$ cat src/rtl/fnd_scan_driver_if.sv
// Load handshake between a value producer and the FND scan driver.
// The producer offers a binary value; the driver takes it when ready is high.
interface fnd_scan_driver_if #(
    parameter int DATA_W = 14
);
    logic [DATA_W-1:0] value;
    logic              value_valid;
    logic              ready;

    modport master (
        output value,
        output value_valid,
        input  ready
    );

    modport slave (
        input  value,
        input  value_valid,
        output ready
    );
endinterface

$ cat src/rtl/fnd_scan_driver.sv
// Multi-digit common-anode FND driver: sequential binary-to-BCD conversion plus digit scanning.
// Define FND_LZB_EN to blank leading zeros above the most significant non-zero digit.
//
//   state | meaning
//   IDLE  | ready high, waiting for a value to load
//   CONV  | shift-and-add-3, one input bit per cycle, display register updated on last bit
module fnd_scan_driver #(
    parameter int DIGITS   = 4,
    parameter int DATA_W   = 14,
    parameter int SCAN_DIV = 50000
) (
    input  logic               clk,
    input  logic               n_rst,
    fnd_scan_driver_if.slave   bus,
    output logic               overflow,
    output logic [6:0]         seg_n,
    output logic [DIGITS-1:0]  an_n
);

    localparam int BCD_W = 4 * DIGITS;
    localparam int CNT_W = (DATA_W > 1) ? $clog2(DATA_W) : 1;
    localparam int DIV_W = $clog2(SCAN_DIV);
    localparam int IDX_W = (DIGITS > 1) ? $clog2(DIGITS) : 1;

    localparam logic [6:0] SEG_BLANK = 7'b1111111;
    localparam logic [6:0] SEG_DASH  = 7'b0111111;

    function automatic logic [63:0] pow10(input int n);
        logic [63:0] r;
        r = 64'd1;
        for (int i = 0; i < n; i++) begin
            r = r * 64'd10;
        end
        return r;
    endfunction

    localparam logic [63:0] LIMIT = pow10(DIGITS) - 64'd1;

    function automatic logic [6:0] seg_decode(input logic [3:0] nib);
        logic [6:0] s;
        case (nib)
            4'd0:    s = 7'b1000000;
            4'd1:    s = 7'b1111001;
            4'd2:    s = 7'b0100100;
            4'd3:    s = 7'b0110000;
            4'd4:    s = 7'b0011001;
            4'd5:    s = 7'b0010010;
            4'd6:    s = 7'b0000010;
            4'd7:    s = 7'b1111000;
            4'd8:    s = 7'b0000000;
            4'd9:    s = 7'b0010000;
            default: s = SEG_BLANK;
        endcase
        return s;
    endfunction

    typedef enum logic {
        IDLE = 1'b0,
        CONV = 1'b1
    } state_t;

    state_t             state_q, state_d;
    logic [DATA_W-1:0]  shift_q, shift_d;
    logic [BCD_W-1:0]   bcd_q, bcd_d, bcd_adj;
    logic [CNT_W-1:0]   cnt_q, cnt_d;
    logic               ovf_pend_q, ovf_pend_d;
    logic [BCD_W-1:0]   disp_q, disp_d;
    logic               disp_ovf_q, disp_ovf_d;

    logic [DIV_W-1:0]   div_q, div_d;
    logic [IDX_W-1:0]   idx_q, idx_d;
    logic [6:0]         seg_q, seg_d;
    logic [DIGITS-1:0]  an_q, an_d;

    logic [63:0]        value_ext;
    logic [3:0]         nib;
    logic               lz_blank;

    assign value_ext = 64'(bus.value);
    assign bus.ready = (state_q == IDLE);

    always_ff @(posedge clk or negedge n_rst) begin
        if (!n_rst) begin
            state_q    <= IDLE;
            shift_q    <= '0;
            bcd_q      <= '0;
            cnt_q      <= '0;
            ovf_pend_q <= 1'b0;
            disp_q     <= '0;
            disp_ovf_q <= 1'b0;
        end else begin
            state_q    <= state_d;
            shift_q    <= shift_d;
            bcd_q      <= bcd_d;
            cnt_q      <= cnt_d;
            ovf_pend_q <= ovf_pend_d;
            disp_q     <= disp_d;
            disp_ovf_q <= disp_ovf_d;
        end
    end

    always_comb begin
        state_d    = state_q;
        shift_d    = shift_q;
        bcd_d      = bcd_q;
        cnt_d      = cnt_q;
        ovf_pend_d = ovf_pend_q;
        disp_d     = disp_q;
        disp_ovf_d = disp_ovf_q;
        bcd_adj    = bcd_q;

        case (state_q)
            IDLE: begin
                if (bus.value_valid) begin
                    shift_d    = bus.value;
                    bcd_d      = '0;
                    ovf_pend_d = (value_ext > LIMIT);
                    cnt_d      = CNT_W'(DATA_W - 1);
                    state_d    = CONV;
                end
            end
            CONV: begin
                for (int i = 0; i < DIGITS; i++) begin
                    if (bcd_q[4*i +: 4] >= 4'd5) begin
                        bcd_adj[4*i +: 4] = bcd_q[4*i +: 4] + 4'd3;
                    end
                end
                // Top BCD bit is dropped on the shift; the overflow flag covers that case.
                bcd_d   = {bcd_adj[BCD_W-2:0], shift_q[DATA_W-1]};
                shift_d = shift_q << 1;
                if (cnt_q == '0) begin
                    disp_d     = bcd_d;
                    disp_ovf_d = ovf_pend_q;
                    state_d    = IDLE;
                end else begin
                    cnt_d = cnt_q - 1'b1;
                end
            end
            default: state_d = IDLE;
        endcase
    end

    always_ff @(posedge clk or negedge n_rst) begin
        if (!n_rst) begin
            div_q <= '0;
            idx_q <= '0;
            seg_q <= SEG_BLANK;
            an_q  <= '1;
        end else begin
            div_q <= div_d;
            idx_q <= idx_d;
            seg_q <= seg_d;
            an_q  <= an_d;
        end
    end

    always_comb begin
        div_d = div_q + 1'b1;
        idx_d = idx_q;
        if (div_q == DIV_W'(SCAN_DIV - 1)) begin
            div_d = '0;
            idx_d = (idx_q == IDX_W'(DIGITS - 1)) ? '0 : idx_q + 1'b1;
        end
    end

    always_comb begin
        nib = 4'd0;
        for (int i = 0; i < DIGITS; i++) begin
            if (idx_q == IDX_W'(i)) begin
                nib = disp_q[4*i +: 4];
            end
        end
    end

`ifdef FND_LZB_EN
    logic zero_above;

    always_comb begin
        zero_above = 1'b1;
        lz_blank   = 1'b0;
        for (int i = DIGITS - 1; i >= 1; i--) begin
            zero_above = zero_above & (disp_q[4*i +: 4] == 4'd0);
            if ((idx_q == IDX_W'(i)) && zero_above) begin
                lz_blank = 1'b1;
            end
        end
    end
`else
    assign lz_blank = 1'b0;
`endif

    // Both outputs are computed from the same pre-edge state, so segments and anodes switch together.
    always_comb begin
        seg_d = SEG_BLANK;
        an_d  = '1;
        if (div_q != '0) begin
            an_d = ~(DIGITS'(1) << idx_q);
            if (disp_ovf_q) begin
                seg_d = SEG_DASH;
            end else if (lz_blank) begin
                seg_d = SEG_BLANK;
            end else begin
                seg_d = seg_decode(nib);
            end
        end
    end

    assign seg_n    = seg_q;
    assign an_n     = an_q;
    assign overflow = disp_ovf_q;

endmodule

$ cat src/flat_wrapper.sv
// flat-port wrapper written by rule: the top's interface ports become plain ports
module fnd_scan_driver_flat 
#(
    parameter int DIGITS   = 4,
    parameter int DATA_W   = 14,
    parameter int SCAN_DIV = 50000
)
  (clk, n_rst, overflow, seg_n, an_n, bus_value, bus_value_valid, bus_ready);
  fnd_scan_driver_if #(.DATA_W(DATA_W)) bus_i ();
  input  logic clk;
  input  logic n_rst;
  output logic overflow;
  output logic [6:0] seg_n;
  output logic [DIGITS-1:0] an_n;
  input wire logic [$bits(bus_i.value)-1:0] bus_value;
  input wire logic [$bits(bus_i.value_valid)-1:0] bus_value_valid;
  output wire logic [$bits(bus_i.ready)-1:0] bus_ready;
  assign bus_i.value = bus_value;
  assign bus_i.value_valid = bus_value_valid;
  assign bus_ready = bus_i.ready;
  fnd_scan_driver #(.DIGITS(DIGITS), .DATA_W(DATA_W), .SCAN_DIV(SCAN_DIV)) u_core (.clk(clk), .n_rst(n_rst), .bus(bus_i), .overflow(overflow), .seg_n(seg_n), .an_n(an_n));
endmodule
$ cat config.mk
export PLATFORM = sky130hd
export DESIGN_NAME = fnd_scan_driver_flat
export DESIGN_NICKNAME = d
export VERILOG_FILES = /design/src/rtl/fnd_scan_driver_if.sv /design/src/rtl/fnd_scan_driver.sv /design/src/flat_wrapper.sv
export SDC_FILE = /design/constraint.sdc
export NUM_CORES = 1
export LEC_CHECK = 0
export CORE_UTILIZATION = 30
export CTS_BUF_LIST = sky130_fd_sc_hd__clkbuf_8
export CTS_CLUSTER_DIAMETER = 150
export CTS_CLUSTER_SIZE = 40
export DETAILED_ROUTE_END_ITERATION = 8
export PLACE_DENSITY = 0.52
export SYNTH_ARGS = -nofsm -noshare
export SYNTH_HDL_FRONTEND = slang
export SYNTH_SLANG_ARGS = --single-unit
$ cat constraint.sdc
create_clock -name clk -period 2.4 [get_ports clk]
set_input_delay 0.36 -clock clk [delete_from_list [all_inputs] [get_ports clk]]
set_output_delay 0.36 -clock clk [all_outputs]
set_load 0.1 [all_outputs]
# [Word level (Yosys, flattened, before mapping)]
# Memories as Yosys holds them, arrays and structs flattened.
# Cells that the tools add are included.
# Widths: inputs -> output; s select.
[totals] reg_bits=82 romBits=112 input_bits=17 output_inout_bits=13 wordCells=62 mem_count=1
[op_classes] n_addsub=7 n_lt_le_gt_ge=5 eq_ne=6 shift=1 n_mux=23 bitwise_logic=2 n_reduce_logical=6
[mem_list] name="(name not given)" depth=16 word_bits=7 rd=1 rd_ports_with_merged_regs=0 wr=0 line="fnd_scan_driver.sv:41" source="case (nib)"
[op_table] op="$mux 4" count=10
[op_table] op="$mux 16" count=2
[op_table] op="$pmux 16 s2" count=1
[op_table] op="$pmux 14 s2" count=1
[op_table] op="$add 16x1->16 const B" count=1
[op_table] op="$eq 16x16->1 const B" count=1
[op_table] op="$ge 4x3->1 const B" count=4
[op_table] op="$reduce_bool 16->1" count=1
[op_table] op="$gt 14x14->1 const B" count=1
[op_table] op="$mux 14" count=1
[op_table] op="$mux 7" count=2
[op_table] op="$add 4x2->4 const B" count=3
[op_table] op="$pmux 4 s2" count=1
[op_table] op="$reduce_and 2->1" count=3
[op_table] op="$eq 2x2->1 const B" count=2
[op_table] op="$logic_not 4->1" count=1
[op_table] op="$ne 2x2->1 const B" count=2
[op_table] op="$not 4->4" count=1
[op_table] op="$shl 1x2->4 const A" count=1
[op_table] op="$sub 4x1->4 const B" count=1
[op_table] op="$add 3x2->3 const B" count=1
[op_table] op="$mux 3" count=1
[op_table] op="$add 2x1->2 const B" count=1
[op_table] op="$eq 2x1->1 const B" count=1
[op_table] op="5 further kinds" count=6

# [Depth between registers and ports, before layout]
# An unclocked memory read counts as a cell.
[logic_depth] ltp_word=8 depth_mapped=11

# [Worst setup path after synthesis]
# OpenSTA, ideal clock, no wires.
[synth_path] path_type="register to register" from="register u_core.idx_q[0]" to="register u_core.seg_q[6] (netlist: u_core.seg_n[6])" setup_time_ns=0.102 arrival_ns=1.954 t_required_ns=2.298 path_slack_ns=0.343 stages_incl_launch_ff=10 n_path_buf=0 period_less_slack_ns=2.057 cell_sequence="dfrtp_1 > inv_1 > ha_1 > nand2_1 > o211a_1 > nor2_1 > ha_1 > nor2_1 > a2111o_1 > o311ai_1"
[synth_between] elab_chain_len=8 word_cells_on_any_way=11
[synth_lines] item="start: declaration" line="fnd_scan_driver.sv:71" source="logic [IDX_W-1:0] idx_q, idx_d;"
[synth_lines] item="start signal: assignment" line="fnd_scan_driver.sv:151" source="idx_q <= idx_d;"
[synth_lines] item="$logic_not 2->1" line="fnd_scan_driver.sv:169" source="if (idx_q == IDX_W'(i)) begin"
[synth_lines] item="$mux 4 (3 in series)" line="fnd_scan_driver.sv:169"
[synth_lines] item="$mux 4 *" line="fnd_scan_driver.sv:169"
[synth_lines] item="$mem_v2 16x7 *"
[synth_lines] item="$mux 7 *" line="fnd_scan_driver.sv:198" source="if (disp_ovf_q) begin"
[synth_lines] item="$mux 7 *" line="fnd_scan_driver.sv:196" source="if (div_q != '0) begin"
[synth_lines] item="net u_core.seg_d[6]" line="fnd_scan_driver.sv:72" source="logic [6:0] seg_q, seg_d;"
[synth_lines] item="end signal: assignment" line="fnd_scan_driver.sv:152" source="seg_q <= seg_d;"
[synth_lines] item="end: declaration" line="fnd_scan_driver.sv:72"
# Mark *: on every way through the listed nets, which the timed path passes. The rest lies on a longest branch.
# A chain may end at the register's enable or synchronous reset.

# [Worst setup path after layout]
# Same ends and word-level chain as after synthesis.

==> reports/results.ini <==
[synthesis]
synth_top_area_share_pct = 43.7
synthArstFlopShare_pct = 100
synth_area_leaders = dfrtp_1 44%, dfstp_2 7.1%, nand2_1 5.3%
syn_area_um2 = 4060
synth-seq-cells = 82
ys_seq_area_share_pct = 50.8
synth_cells = 401
synth_nets = 435
synth.distinct_cells = 44
yosysTopAreaCell = dfrtp_1
synth-edff-count = 0
ys_warn_count = 0
ys.flop_type = dfrtp_1
postSynthAreaPerCell_um2 = 10.1

[clock_tree]
cts_root_buf = clkbuf_8
clkLatencyLatePin_ns = 0.35
cts-buffers-inserted = 9
clock-sinks = 82
cts_resized = 0
clk_path_buf_depth = 2
htreeDepth = 3
clk_pin_slew_ns = 0.08
cts_tree = built

[drt]
viasPerCell = 4.74
wl_mm = 8.06
ant_nets = 0
drcViolationCount = 0
drt_iter0_drc = 145
wire_per_inst_um = 13.1
via_count = 2918
first_pass_iters = 4

[cells_and_area]
drive_gt1_share_pct = 13.0
post-route-util_pct = 35.9
layout.area.seq_um2 = 2070
layout.nets = 469
stdcell_area_um2 = 4750
stdcell_count = 615
n_antenna_cell = 0
multi_input_area_um2 = 1850
num-fill-cells = 1382
area_growth_pct = 17.0

[critical_path]
start_kind = flip-flop
cp.required_ns = 2.64
critical_path.max_fanout = 5
worst-path-buf-inv = 2
cp_slowest_cell = dfrtp_1
crit_path_end_kind = flip-flop
worstPathCellList = inv_1 > ha_1 > nand2_1 > o211ai_1 > nand2_1 > inv_1 > ha_1 > nor2_1 > a2111o_1 > o311ai_1
cpPeakStageDelay_ns = 0.40
critPathKind = reg2reg
worstPathArrival_ns = 2.39
crit_family = compound AO/OA/AOI/OAI gates

[placed_design]
port_buffers = 29
dp.cells = 599
place_congestion = 0.811
dp_hpwl_mm = 5.74
placed_area_um2 = 4550

[power_and_ir_drop]
power.switching_mw = 2.45
seqPwrFrac_pct = 38.2
p_comb_share_pct = 44.8
p_per_area_nw_per_um2 = 1230
switching_share_pct = 41.9
p_int_mw = 3.40
peakVddDrop_mv = 0.447
clock_power_share_pct = 17.0
p_leak_nw = 2.15

[sta]
rsz0062_at_grt = no
hold_violations = 0
period_share_pct = 89.6
fin_hold_ws_ns = 0.487
finalSetupTns_ns = 0
finalSetupViolations = 0
maxSlewHeadroom_pct = 67.7
slew_violations = 0
fin_worst_skew_ns = 0.00875
worstMarginPinSlew_ns = 0.482
fmax_ghz = 0.465
period_needed_ns = 2.15

[global_routing]
grt_pass1_wl_mm = 13.9
grt_use_total_pct = 12.4
grt_pass1_vias = 2866
overflow = 0
antenna_found_initial = 0
grt_max_degree = 34

[die]
die_w_um = 118
core_um2 = 13200
start_util_pct = 30.7
die_h_um = 118
io_pins = 30
die-area_um2 = 14000
rows = 42

[outcome]
status = complete, no violations

[worst_hold_path]
hp-class = in2async

[run]
drv_cap = 0

-- layer usage --
metal  GRT usage, %  part of all wire (%)  up-vias
li1               -                     -     1461
met1           16.6                    50     1398
met2           19.2                    45       48
met3           3.72                   4.2       11
met4           4.03                   1.3        0
met5              0                     0        -
-- area by class of cell --
type | instances | area share [%]
multi-input combinational | 283 | 38.8
sequential | 82 | 43.4
timing repair buffer | 38 | 7.37
clock buffer | 11 | 3.18
inverter | 21 | 1.66
clock inverter | 4 | 0.895
tap | 176 | 4.63
-- synth_stat cells, drive strengths merged, types with 2 or more instances --
master / count
a21o: 5
a21oi: 16
a22o: 4
and2: 4
and3: 3
and4: 3
buf: 7
clkbuf: 8
dfrtp: 71
dfstp: 11
ha: 17
inv: 21
mux2: 10
mux2i: 18
nand2: 57
nand2b: 8
nand3: 6
nand3b: 2
nor2: 25
nor2b: 5
nor3: 5
nor3b: 7
nor4: 3
o211a: 2
o211ai: 4
o21ai: 37
o22ai: 6
o31ai: 7
or3: 2
xnor2: 13
xor2: 4
-- path summary, 6_finish.rpt --
kind | slack [ns] | endpoint | cells past startpoint | start
max in group asynchronous | 1.26 | u_core.disp_q[5] | 3 | n_rst
max | 0.25 | u_core.seg_n[6] | 10 | u_core.idx_q[0]
min in group clk | 0.49 | u_core.shift_q[10] | 2 | u_core.shift_q[9]
min reg2reg | 0.49 | u_core.shift_q[10] | 2 | u_core.shift_q[9]
min | 0.49 | u_core.div_q[5] | 2 | n_rst
max reg2reg | 0.25 | u_core.seg_n[6] | 10 | u_core.idx_q[0]
-- cell families after synthesis --
family	share of synthesized area, %
flops	50.8
fa+ha+maj	5.23
simple gates	15.8
buf+inv	3.76
compound gates	13.5
xor+xnor	3.66
mux	7.20
-- registers in the layout, summed over array words and instances, names as in the netlist --
| signal | flops |
|---|---|
| u_core.div_q | 16 |
| u_core.seg_n | 7 |
| u_core.overflow | 1 |
| u_core.cnt_q | 4 |
| u_core.state_q | 1 |
| u_core.shift_q | 14 |
| u_core.bcd_q | 16 |
| u_core.an_n | 4 |
| u_core.ovf_pend_q | 1 |
| u_core.disp_q | 16 |
| u_core.idx_q | 2 |
-- stage by stage --
stage	power, mW	setup slack [ns]
3_3_place_gp	4.87	0.362
2_1_floorplan	4.27	0.343
3_5_place_dp	4.91	0.269
4_1_cts	5.94	0.238
5_1_grt	6.32	0.0662
6_report	5.85	0.250
-- repair_timing --
action                                 in CTS  in global routing
endpoints found under the hold margin      20                  0
setup buffers                               0                  0
hold buffers                                1                  0
-- placed cells by master (no fill, tap or decap), drive strengths merged, types with 7 or more instances in the layout --
| cell type | synthesis | final |
|---|---|---|
| clkbuf | 8 | 11 |
| mux2 | 10 | 10 |
| mux2i | 18 | 18 |
| nor3b | 7 | 7 |
| dfrtp | 71 | 71 |
| a21oi | 16 | 16 |
| clkdlybuf4s50 | 0 | 15 |
| o31ai | 7 | 7 |
| inv | 21 | 22 |
| o21ai | 37 | 37 |
| buf | 7 | 22 |
| ha | 17 | 17 |
| nand2 | 57 | 57 |
| nor2 | 25 | 25 |
| xnor2 | 13 | 13 |
| dfstp | 11 | 11 |
| nand2b | 8 | 8 |
-- power groups by stage --
stage / combinational (mW) / clock, mW / sequential (mW)
after CTS: 2.66 / 1.04 / 2.24
after global routing: 2.93 / 1.09 / 2.30
after detailed placement: 2.65 / 0 / 2.26
final: 2.62 / 0.997 / 2.23
after floorplan: 1.61 / 0 / 2.66
after global placement: 2.61 / 0 / 2.26
No activity file was read; power rests on OpenSTA's default activity.
